File: config.mk
export PLATFORM = sky130hd
export DESIGN_NAME = coverfloat_bitpattern_scanner_flat
export DESIGN_NICKNAME = d
export VERILOG_FILES = /design/src/rtl/coverfloat_bitpattern_scanner_if.sv /design/src/rtl/coverfloat_bitpattern_scanner.sv /design/src/flat_wrapper.sv
export SDC_FILE = /design/constraint.sdc
export NUM_CORES = 2
export LEC_CHECK = 0
export ABC_AREA = 0
export BUFFER_PORTS_ARGS = -buffer_cell sky130_fd_sc_hd__buf_2
export CAP_MARGIN = 20
export CORE_MARGIN = 8
export CORE_UTILIZATION = 45
export DETAILED_ROUTE_END_ITERATION = 10
export PLACE_DENSITY_LB_ADDON = 0.3
export SYNTH_ARGS = -nofsm -noshare
export SYNTH_HDL_FRONTEND = slang
export SYNTH_SLANG_ARGS = --single-unit
File: constraint.sdc
create_clock -name clk -period 101.8 [get_ports clk]
set_clock_uncertainty 0.1 [all_clocks]
set_input_delay 30.54 -clock clk [delete_from_list [all_inputs] [get_ports clk]]
set_output_delay 30.54 -clock clk [all_outputs]
set_load 0.01 [all_outputs]
File: src/rtl/coverfloat_bitpattern_scanner_if.sv
// Operand/result handshake bundle between the coverage collector and the scanner.
interface coverfloat_bitpattern_scanner_if #(
  parameter int MAX_W = 256,
  parameter int CW    = $clog2(MAX_W + 1)
) ();
  logic             in_valid;
  logic             in_ready;
  logic [MAX_W-1:0] in_val;
  logic [CW-1:0]    in_width;
  logic             out_valid;
  logic             out_ready;
  logic [CW-1:0]    out_lz;
  logic [CW-1:0]    out_lo;
  logic [CW-1:0]    out_tz;
  logic [CW-1:0]    out_to;
  logic [CW-1:0]    out_longest1;
  logic [CW:0]      out_checker;
  logic             out_err;

  modport master (
    output in_valid, in_val, in_width, out_ready,
    input  in_ready, out_valid, out_lz, out_lo, out_tz, out_to,
           out_longest1, out_checker, out_err
  );

  modport slave (
    input  in_valid, in_val, in_width, out_ready,
    output in_ready, out_valid, out_lz, out_lo, out_tz, out_to,
           out_longest1, out_checker, out_err
  );
endinterface

File: src/rtl/coverfloat_bitpattern_scanner.sv
// Multi-cycle MSB-first run analyser: leading/trailing counts, longest ones run
// and signed checker run length, CHUNK bits per cycle.
module coverfloat_bitpattern_scanner #(
  parameter int MAX_W = 256,
  parameter int CHUNK = 16,
  parameter int CW    = $clog2(MAX_W + 1)
) (
  input logic clk,
  input logic rst_n,
  coverfloat_bitpattern_scanner_if.slave bus
);
  typedef enum logic [1:0] {IDLE, SCAN, DONE} state_t;

  localparam logic [CW-1:0] MAX_W_CW = CW'(MAX_W);
  localparam logic [CW-1:0] CHUNK_CW = CW'(CHUNK);
  localparam logic [CW-1:0] ONE_CW   = CW'(1);
  localparam logic [CW-1:0] TWO_CW   = CW'(2);

  state_t           state_q;
  logic             in_ready_q, out_valid_q, err_q;
  logic [MAX_W-1:0] sr_q;
  logic [CW-1:0]    rem_q, width_q;
  logic             first_bit_q, pol_q, first_done_q, bad_q;
  logic [CW-1:0]    run_q, first_q, long_q;
  logic [CW-1:0]    lz_q, lo_q, tz_q, to_q, longest1_q;
  logic [CW:0]      checker_q;

  logic             pol_d, first_done_d, bad_d, bit_v, chk_ok;
  logic [CW-1:0]    run_d, first_d, long_d, rem_d, consumed;
  logic [CW-1:0]    lead_fin, long_fin;
  logic [CW:0]      checker_fin;
  logic [CW-1:0]    shift_amt;
  logic [MAX_W-1:0] aligned;

  assign shift_amt = MAX_W_CW - bus.in_width;
  assign aligned   = bus.in_val << shift_amt;

  // Bit-serial run tracking across the active bits of the current chunk.
  always_comb begin
    pol_d        = pol_q;
    run_d        = run_q;
    first_d      = first_q;
    first_done_d = first_done_q;
    long_d       = long_q;
    bad_d        = bad_q;
    bit_v        = 1'b0;
    for (int i = 0; i < CHUNK; i++) begin
      if (CW'(i) < rem_q) begin
        bit_v = sr_q[MAX_W-1-i];
        if (bit_v == pol_d) begin
          run_d = run_d + ONE_CW;
        end else begin
          if (pol_d && (run_d > long_d)) long_d = run_d;
          if (first_done_d) begin
            if (run_d != first_d) bad_d = 1'b1;
          end else begin
            first_d      = run_d;
            first_done_d = 1'b1;
          end
          pol_d = bit_v;
          run_d = ONE_CW;
        end
      end
    end
    consumed = (rem_q < CHUNK_CW) ? rem_q : CHUNK_CW;
    rem_d    = rem_q - consumed;
    // A single-run operand never closed its first run inside the loop.
    lead_fin = first_done_d ? first_d : run_d;
    long_fin = (pol_d && (run_d > long_d)) ? run_d : long_d;
    chk_ok   = !bad_d && (run_d <= lead_fin) && (lead_fin <= (width_q >> 1))
               && (width_q >= TWO_CW);
    if (!chk_ok)          checker_fin = '0;
    else if (first_bit_q) checker_fin = -{1'b0, lead_fin};
    else                  checker_fin = {1'b0, lead_fin};
  end

  always_ff @(posedge clk) begin
    if (!rst_n) begin
      state_q      <= IDLE;
      in_ready_q   <= 1'b1;
      out_valid_q  <= 1'b0;
      err_q        <= 1'b0;
      sr_q         <= '0;
      rem_q        <= '0;
      width_q      <= '0;
      first_bit_q  <= 1'b0;
      pol_q        <= 1'b0;
      first_done_q <= 1'b0;
      bad_q        <= 1'b0;
      run_q        <= '0;
      first_q      <= '0;
      long_q       <= '0;
      lz_q         <= '0;
      lo_q         <= '0;
      tz_q         <= '0;
      to_q         <= '0;
      longest1_q   <= '0;
      checker_q    <= '0;
    end else begin
      case (state_q)
        IDLE: begin
          if (bus.in_valid) begin
            in_ready_q <= 1'b0;
            if ((bus.in_width == '0) || (bus.in_width > MAX_W_CW)) begin
              err_q       <= 1'b1;
              lz_q        <= '0;
              lo_q        <= '0;
              tz_q        <= '0;
              to_q        <= '0;
              longest1_q  <= '0;
              checker_q   <= '0;
              out_valid_q <= 1'b1;
              state_q     <= DONE;
            end else begin
              sr_q         <= aligned;
              rem_q        <= bus.in_width;
              width_q      <= bus.in_width;
              first_bit_q  <= aligned[MAX_W-1];
              pol_q        <= aligned[MAX_W-1];
              first_done_q <= 1'b0;
              bad_q        <= 1'b0;
              run_q        <= '0;
              first_q      <= '0;
              long_q       <= '0;
              state_q      <= SCAN;
            end
          end
        end
        SCAN: begin
          sr_q         <= sr_q << CHUNK;
          rem_q        <= rem_d;
          pol_q        <= pol_d;
          run_q        <= run_d;
          first_q      <= first_d;
          first_done_q <= first_done_d;
          long_q       <= long_d;
          bad_q        <= bad_d;
          if (rem_d == '0) begin
            err_q       <= 1'b0;
            lz_q        <= first_bit_q ? '0 : lead_fin;
            lo_q        <= first_bit_q ? lead_fin : '0;
            tz_q        <= pol_d ? '0 : run_d;
            to_q        <= pol_d ? run_d : '0;
            longest1_q  <= long_fin;
            checker_q   <= checker_fin;
            out_valid_q <= 1'b1;
            state_q     <= DONE;
          end
        end
        DONE: begin
          if (bus.out_ready) begin
            out_valid_q <= 1'b0;
            in_ready_q  <= 1'b1;
            state_q     <= IDLE;
          end
        end
        default: begin
          state_q     <= IDLE;
          in_ready_q  <= 1'b1;
          out_valid_q <= 1'b0;
        end
      endcase
    end
  end

  assign bus.in_ready     = in_ready_q;
  assign bus.out_valid    = out_valid_q;
  assign bus.out_lz       = lz_q;
  assign bus.out_lo       = lo_q;
  assign bus.out_tz       = tz_q;
  assign bus.out_to       = to_q;
  assign bus.out_longest1 = longest1_q;
  assign bus.out_checker  = checker_q;
  assign bus.out_err      = err_q;
endmodule

File: src/flat_wrapper.sv
// flat-port wrapper written by rule: the top's interface ports become plain ports
module coverfloat_bitpattern_scanner_flat 
#(
  parameter int MAX_W = 256,
  parameter int CHUNK = 16,
  parameter int CW    = $clog2(MAX_W + 1)
)
  (clk, rst_n, bus_in_valid, bus_in_val, bus_in_width, bus_out_ready, bus_in_ready, bus_out_valid, bus_out_lz, bus_out_lo, bus_out_tz, bus_out_to, bus_out_longest1, bus_out_checker, bus_out_err);
  coverfloat_bitpattern_scanner_if #(.MAX_W(MAX_W), .CW(CW)) bus_i ();
  input logic clk;
  input logic rst_n;
  input wire logic [$bits(bus_i.in_valid)-1:0] bus_in_valid;
  input wire logic [$bits(bus_i.in_val)-1:0] bus_in_val;
  input wire logic [$bits(bus_i.in_width)-1:0] bus_in_width;
  input wire logic [$bits(bus_i.out_ready)-1:0] bus_out_ready;
  output wire logic [$bits(bus_i.in_ready)-1:0] bus_in_ready;
  output wire logic [$bits(bus_i.out_valid)-1:0] bus_out_valid;
  output wire logic [$bits(bus_i.out_lz)-1:0] bus_out_lz;
  output wire logic [$bits(bus_i.out_lo)-1:0] bus_out_lo;
  output wire logic [$bits(bus_i.out_tz)-1:0] bus_out_tz;
  output wire logic [$bits(bus_i.out_to)-1:0] bus_out_to;
  output wire logic [$bits(bus_i.out_longest1)-1:0] bus_out_longest1;
  output wire logic [$bits(bus_i.out_checker)-1:0] bus_out_checker;
  output wire logic [$bits(bus_i.out_err)-1:0] bus_out_err;
  assign bus_i.in_valid = bus_in_valid;
  assign bus_i.in_val = bus_in_val;
  assign bus_i.in_width = bus_in_width;
  assign bus_i.out_ready = bus_out_ready;
  assign bus_in_ready = bus_i.in_ready;
  assign bus_out_valid = bus_i.out_valid;
  assign bus_out_lz = bus_i.out_lz;
  assign bus_out_lo = bus_i.out_lo;
  assign bus_out_tz = bus_i.out_tz;
  assign bus_out_to = bus_i.out_to;
  assign bus_out_longest1 = bus_i.out_longest1;
  assign bus_out_checker = bus_i.out_checker;
  assign bus_out_err = bus_i.out_err;
  coverfloat_bitpattern_scanner #(.MAX_W(MAX_W), .CHUNK(CHUNK), .CW(CW)) u_core (.clk(clk), .rst_n(rst_n), .bus(bus_i));
endmodule
Word-level counts from Yosys, hierarchy flattened --
Index checks and enable logic that the tools add are counted.
Word-level totals: flip-flop bits (word level) 365, latch bits 0, RAM bits 0, bits in read-only memories 0, output and inout bits 58, memories kept 0
Operators by class: add/subtract/negate cells 19, multipliers 0, div/mod/pow operators 0, magnitude comparators 38, eq/ne operators 39, shift operators 1, mux-type cells 314, bitwise gates (word level) 2, reduce and logical (&&, ||, !) cells 32
Operators with widths (count):
- 9-bit two-way mux | 146
- 256-bit two-way mux | 2
- 256-bit one-hot mux with 2 select lines | 1
- 256-bit by 9-bit << shifter with 256-bit output | 1
- 9-bit one-hot mux with 2 select lines | 9
- 9-bit > comparator | 17
- 9-bit by 1-bit adder with 9-bit output (second input constant) | 16
- 9-bit inequality test | 16
- 1-bit two-way mux | 139
- 4-bit by 9-bit less-than comparator with 1-bit output (first input constant) | 8
- 10-bit two-way mux | 5
- 3-bit by 9-bit less-than comparator with 1-bit output (first input constant) | 4
- 1-bit logical AND | 20
- 10-bit one-hot mux with 2 select lines | 1
- 9-bit zero test | 2
- 1-bit by 9-bit less-than comparator with 1-bit output (first input constant) | 2
- 2-bit by 9-bit less-than comparator with 1-bit output (first input constant) | 2
- 1-bit == test | 16
- 3-bit AND reduction | 4
- 9-bit negation with 10-bit output | 1
- 9-bit by 2-bit greater-or-equal comparator with 1-bit output (second input constant) | 1
- 9-bit > comparator (second input constant) | 1
- 9-bit by 8-bit less-or-equal comparator with 1-bit output | 1
- 9-bit less-or-equal comparator | 1
- 17 further kinds | 29

Logic depth before layout (Yosys ltp) --
depth after elaboration 85, mapped depth 236, mapped depth without buffers 225

Worst setup path after synthesis --
No wires, ideal clock.
path kind flip-flop to flip-flop, from register u_core.rem_q[5], to register u_core.longest1_q[7] (netlist: u_core.bus.out_longest1[7]), data arrival time 39.072 ns, slack 62.510 ns, stages on the path, launching flop included 226, path buffers 15, clock period less this slack 39.290 ns, path through dfxtp_1 > buf_2 > or4_1 > buf_2 > buf_6 > nor3_4 > buf_2 > nor3_1 > o31ai_1 > buf_1 > mux2i_1 > ha_1 > nor2b_1 > o21a_1 > o21a_1 > o21a_1 > o21a_1 > o21a_1 > (+190 left out) > nor2_1 > a21oi_1 > ha_1 > nor2b_1 > o21a_1 > o21a_1 > o21ai_0 > nand2b_1 > a21oi_1 > nor2b_1 > o21ai_0 > nand2b_1 > a21oi_1 > a41oi_1 > nand2_1 > clkbuf_1 > nand2_1 > a32o_1
Between the ends: cells in the longest elaborated chain, start to end 82, elaborated cells between the ends (all ways) 195
Ends and longest elaborated chain:
- start: declaration | line coverfloat_bitpattern_scanner.sv:22 | logic [CW-1:0] rem_q, width_q;
- start signal: assignment | line coverfloat_bitpattern_scanner.sv:116 | rem_q <= bus.in_width;
- start signal: assignment | line coverfloat_bitpattern_scanner.sv:131 | rem_q <= rem_d;
- 1-bit by 9-bit less-than comparator with 1-bit output | line coverfloat_bitpattern_scanner.sv:48 | if (CW'(i) < rem_q) begin
- 9-bit two-way mux | line coverfloat_bitpattern_scanner.sv:48
- 9-bit > comparator | line coverfloat_bitpattern_scanner.sv:53 | if (pol_d && (run_d > long_d)) long_d = run_d;
- 1-bit logical AND | line coverfloat_bitpattern_scanner.sv:53
- 9-bit two-way mux | line coverfloat_bitpattern_scanner.sv:53
- 9-bit two-way mux | line coverfloat_bitpattern_scanner.sv:50 | if (bit_v == pol_d) begin
- 9-bit two-way mux | line coverfloat_bitpattern_scanner.sv:48
- 9-bit > comparator | line coverfloat_bitpattern_scanner.sv:53
- (+66 left out)
- 9-bit two-way mux | line coverfloat_bitpattern_scanner.sv:53
- 9-bit two-way mux | line coverfloat_bitpattern_scanner.sv:50
- 9-bit two-way mux | line coverfloat_bitpattern_scanner.sv:48
- 9-bit > comparator | line coverfloat_bitpattern_scanner.sv:69 | long_fin = (pol_d && (run_d > long_d)) ? run_d : long_d;
- 1-bit logical AND | line coverfloat_bitpattern_scanner.sv:69
- 9-bit two-way mux | line coverfloat_bitpattern_scanner.sv:69
- 9-bit two-way mux | line coverfloat_bitpattern_scanner.sv:138 | if (rem_d == '0) begin
- 9-bit one-hot mux with 2 select lines | line coverfloat_bitpattern_scanner.sv:100 | case (state_q)
- end signal: assignment | line coverfloat_bitpattern_scanner.sv:144 | longest1_q <= long_fin;
- end: declaration | line coverfloat_bitpattern_scanner.sv:25 | logic [CW-1:0] lz_q, lo_q, tz_q, to_q, longest1_q;
Several ways; a longest one is shown, not always the timed one. The select of a mux whose other input is x is not followed. A chain may end at the register's enable or synchronous reset.

Worst setup path after layout --
from register u_core.rem_q[4], to register u_core.longest1_q[6] (netlist: u_core.bus.out_longest1[6])
The elaborated chain is that of the path after synthesis.

==> flow_summary.json <==
{
  "status": "complete, no violations",
  "fp-row-count": 123,
  "synth_seq_area_share": 0.143,
  "grt_pass1_vias": 53000,
  "grt.total_usage": 0.351,
  "fin_nets": 7300,
  "yosys_most_used_dff": "dfxtp_1",
  "synth-xor-area-share": 0.0491,
  "total_power_mw": 1.46,
  "wl_per_cell_um": 27.7,
  "synth_mux_area_frac": 0.217,
  "postCtsSetupBuffers": 0,
  "drive_above_1_share": 0.149,
  "synth-adder-area-share": 0.0464,
  "cts-root-buf": "clkbuf_16",
  "synth_top_family_by_area": "compound AO/OA/AOI/OAI gates",
  "power_per_cell_area_nw_per_um2": 26.6,
  "ant_nets": 0,
  "vias": 56000,
  "post-route-drc-count": 0,
  "avgSynthCellArea_sq_um": 7.36,
  "syn_to_final_growth_pct": 7.90,
  "drt_first_pass_iters": 9,
  "async_flop_share": 0,
  "drt-initial-drc-count": 7592,
  "min_period_over_period": 0.381,
  "die_y_um": 352,
  "clk_pin_slew_ns": 0.06,
  "synth.distinct_cells": 124,
  "drv_slew": 0,
  "worstPathArrival_ns": 39.09,
  "viasPerCell": 6.69,
  "dp_hpwl_mm": 179,
  "clk_latency_ns": 0.59,
  "fmax_ghz": 0.0258,
  "ys_ff_latch": 364,
  "overflow": 0,
  "startpoint_type": "register",
  "ios": 327,
  "synth_warnings": 0,
  "grt_first_pass_wirelength_mm": 343,
  "cap_violations": 0,
  "floorplan.die_area_sq_um": 124000,
  "synthSimpleGateAreaFrac": 0.235,
  "cp.required_ns": 102.12,
  "cp_max_fo": 19,
  "syn-cell-area_sq_um": 50900,
  "cts_tree": "done",
  "setup_viol": 0,
  "end_kind": "register",
  "clock-sinks": 364,
  "fillers": 11400,
  "synth_cells": 6923,
  "synth_compound_area_frac": 0.254,
  "antenna_found_initial": 6,
  "initial_core_util": 0.453,
  "hold_path.class": "register to register",
  "rsz0062_at_grt": "false",
  "totalWireLength_mm": 232,
  "crit_type": "register to register",
  "final_hold_viol_count": 0,
  "dieWidth_um": 352,
  "tns_ns": 0,
  "core_area_sq_um": 112000,
  "crit_path_frequent_cell": "o21ai_0",
  "worst_pin_slew_ns": 1.17,
  "cellLeakagePower_nw": 21.7,
  "hold_buffers": 0,
  "min_period_ns": 38.77,
  "cts_resized": 0,
  "cts_buffer_depth": 3,
  "syn-num-nets": 7381,
  "gp_congestion": 1.05,
  "fin_util": 0.489,
  "tritoncts.num_buffers": 43,
  "synth_edf_count": 0,
  "htree_num_levels": 2,
  "port_buffers": 326,
  "ir_drop_mv": 0.0182,
  "relSlewSlack": 0.213,
  "critPathMaxStageDelay_ns": 0.98,
  "grt_max_degree": 216,
  "critical-path-slowest-cell": "or4_1"
}
final cells by class:
| type | instances | area [sq um] | share of cell area |
|---|---|---|---|
| multi-input cells | 5830 | 41100 | 0.748 |
| clock inverters | 12 | 145 | 0.00264 |
| clock buffers | 64 | 1290 | 0.0234 |
| well taps | 1500 | 1880 | 0.0342 |
| diodes | 4 | 10.0 | 0.000182 |
| repair buffers | 441 | 2640 | 0.0481 |
| flip-flops and latches | 364 | 7290 | 0.133 |
| inverters | 162 | 621 | 0.0113 |
report_power, final:
| group | total, mW | switching, mW | internal (mW) | leakage, nW |
|---|---|---|---|---|
| Combinational | 1.14 | 0.707 | 0.432 | 18.0 |
| Clock | 0.160 | 0.0651 | 0.0949 | 0.705 |
| Sequential | 0.161 | 0.00969 | 0.152 | 2.96 |
cell families (layout without fill, tap and decap cells):
family                     Yosys count  after routing
muxes                              733            733
other                                1              5
adders and majority gates          189            189
AOI/OAI and AO/OA                 2015           2015
and+or+nand+nor                   2620           2620
buffers and inverters              729            679
xor gates and xnor gates           272            272
DFF                                364            364
layout by cell type (no fill, tap or decap), types with 28 or more instances in the layout:
master,count
xnor2_1,185
nor2b_1,185
a22oi_1,152
nor2_1,499
a221oi_1,90
ha_1,188
a21boi_0,78
nor4_1,51
o21ai_0,595
buf_2,324
a21oi_1,470
mux2i_1,358
o22ai_1,52
and2_1,106
nor3_1,140
o211a_1,28
a31oi_1,72
o211ai_1,85
or3_1,35
buf_4,101
nand2_1,1196
a211oi_1,64
nand2b_1,56
mux4_2,279
inv_1,146
clkbuf_16,45
nand3_1,159
mux2_2,83
o21a_1,59
xor2_1,65
a222oi_1,48
nand4_1,51
dfxtp_1,364
and3_1,28
final timing paths:
kind	start	end	slack (ns)	depth (start not counted)
worst min register to register	u_core.bus.out_valid	u_core.bus.out_valid	0.35	2
worst min-delay path	u_core.bus.out_valid	u_core.bus.out_valid	0.35	2
worst max register to register	u_core.rem_q[4]	u_core.bus.out_longest1[6]	63.03	218
worst max-delay path	u_core.rem_q[4]	u_core.bus.out_longest1[6]	63.03	218
synthesized netlist by cell type (all sizes together), types with 84 or more instances:
cell / number / share of area
xnor2: 197 / 0.035
o21ai: 616 / 0.061
a21oi: 472 / 0.047
mux2: 88 / 0.020
mux2i: 366 / 0.073
and2: 107 / 0.013
a221oi: 92 / 0.016
mux4: 279 / 0.12
nor2b: 186 / 0.023
clkbuf: 446 / 0.033
dfxtp: 364 / 0.14
a21boi: 84 / 0.012
nor2: 511 / 0.038
buf: 121 / 0.0099
ha: 189 / 0.046
nand3: 161 / 0.016
inv: 158 / 0.012
o211ai: 86 / 0.013
nand2: 1199 / 0.089
nor3: 148 / 0.015
a22oi: 152 / 0.022
sequential cells by signal, indices dropped and copies added, names as in the netlist:
signal	cells
u_core.width_q	8
u_core.bus.out_longest1	9
u_core.bus.out_err	1
u_core.run_q	9
u_core.bus.out_checker	10
u_core.bus.out_lz	9
u_core.rem_q	9
u_core.bad_q	1
u_core.bus.out_lo	9
u_core.first_bit_q	1
u_core.state_q	2
u_core.sr_q	256
u_core.first_done_q	1
u_core.bus.out_valid	1
u_core.bus.in_ready	1
u_core.bus.out_tz	9
u_core.long_q	9
u_core.bus.out_to	9
u_core.first_q	9
u_core.pol_q	1
metal layers:
metal,up-vias,track usage,share of wire
li1,25400,-,-
met1,26800,0.426,0.38
met2,3130,0.579,0.46
met3,726,0.0550,0.084
met4,6,0.225,0.078
met5,-,0,0.00019
critical path: cells and delay by family, from the launching register on:
family	cells	cell delay, ns
AOI/OAI and AO/OA	105	15.67
DFF	1	0.42
adders and majority gates	16	4.68
buffers and inverters	13	2.02
muxes	11	4.22
and+or+nand+nor	73	11.41
metrics by stage:
| step | hold WS [ns] | instance area (sq um) | instances | setup WS, ns |
|---|---|---|---|---|
| 3_3_place_gp | 0.332 | 53400 | 8287 | 63.47 |
| 6_report | 0.354 | 54900 | 8377 | 63.03 |
| 2_1_floorplan | 0.331 | 50900 | 6923 | 62.51 |
| 4_1_cts | 0.360 | 54800 | 8364 | 63.17 |
| 3_5_place_dp | 0.352 | 53400 | 8288 | 63.39 |
| 5_1_grt | 0.382 | 54900 | 8373 | 59.41 |
Power figures use the tool's default switching activity.
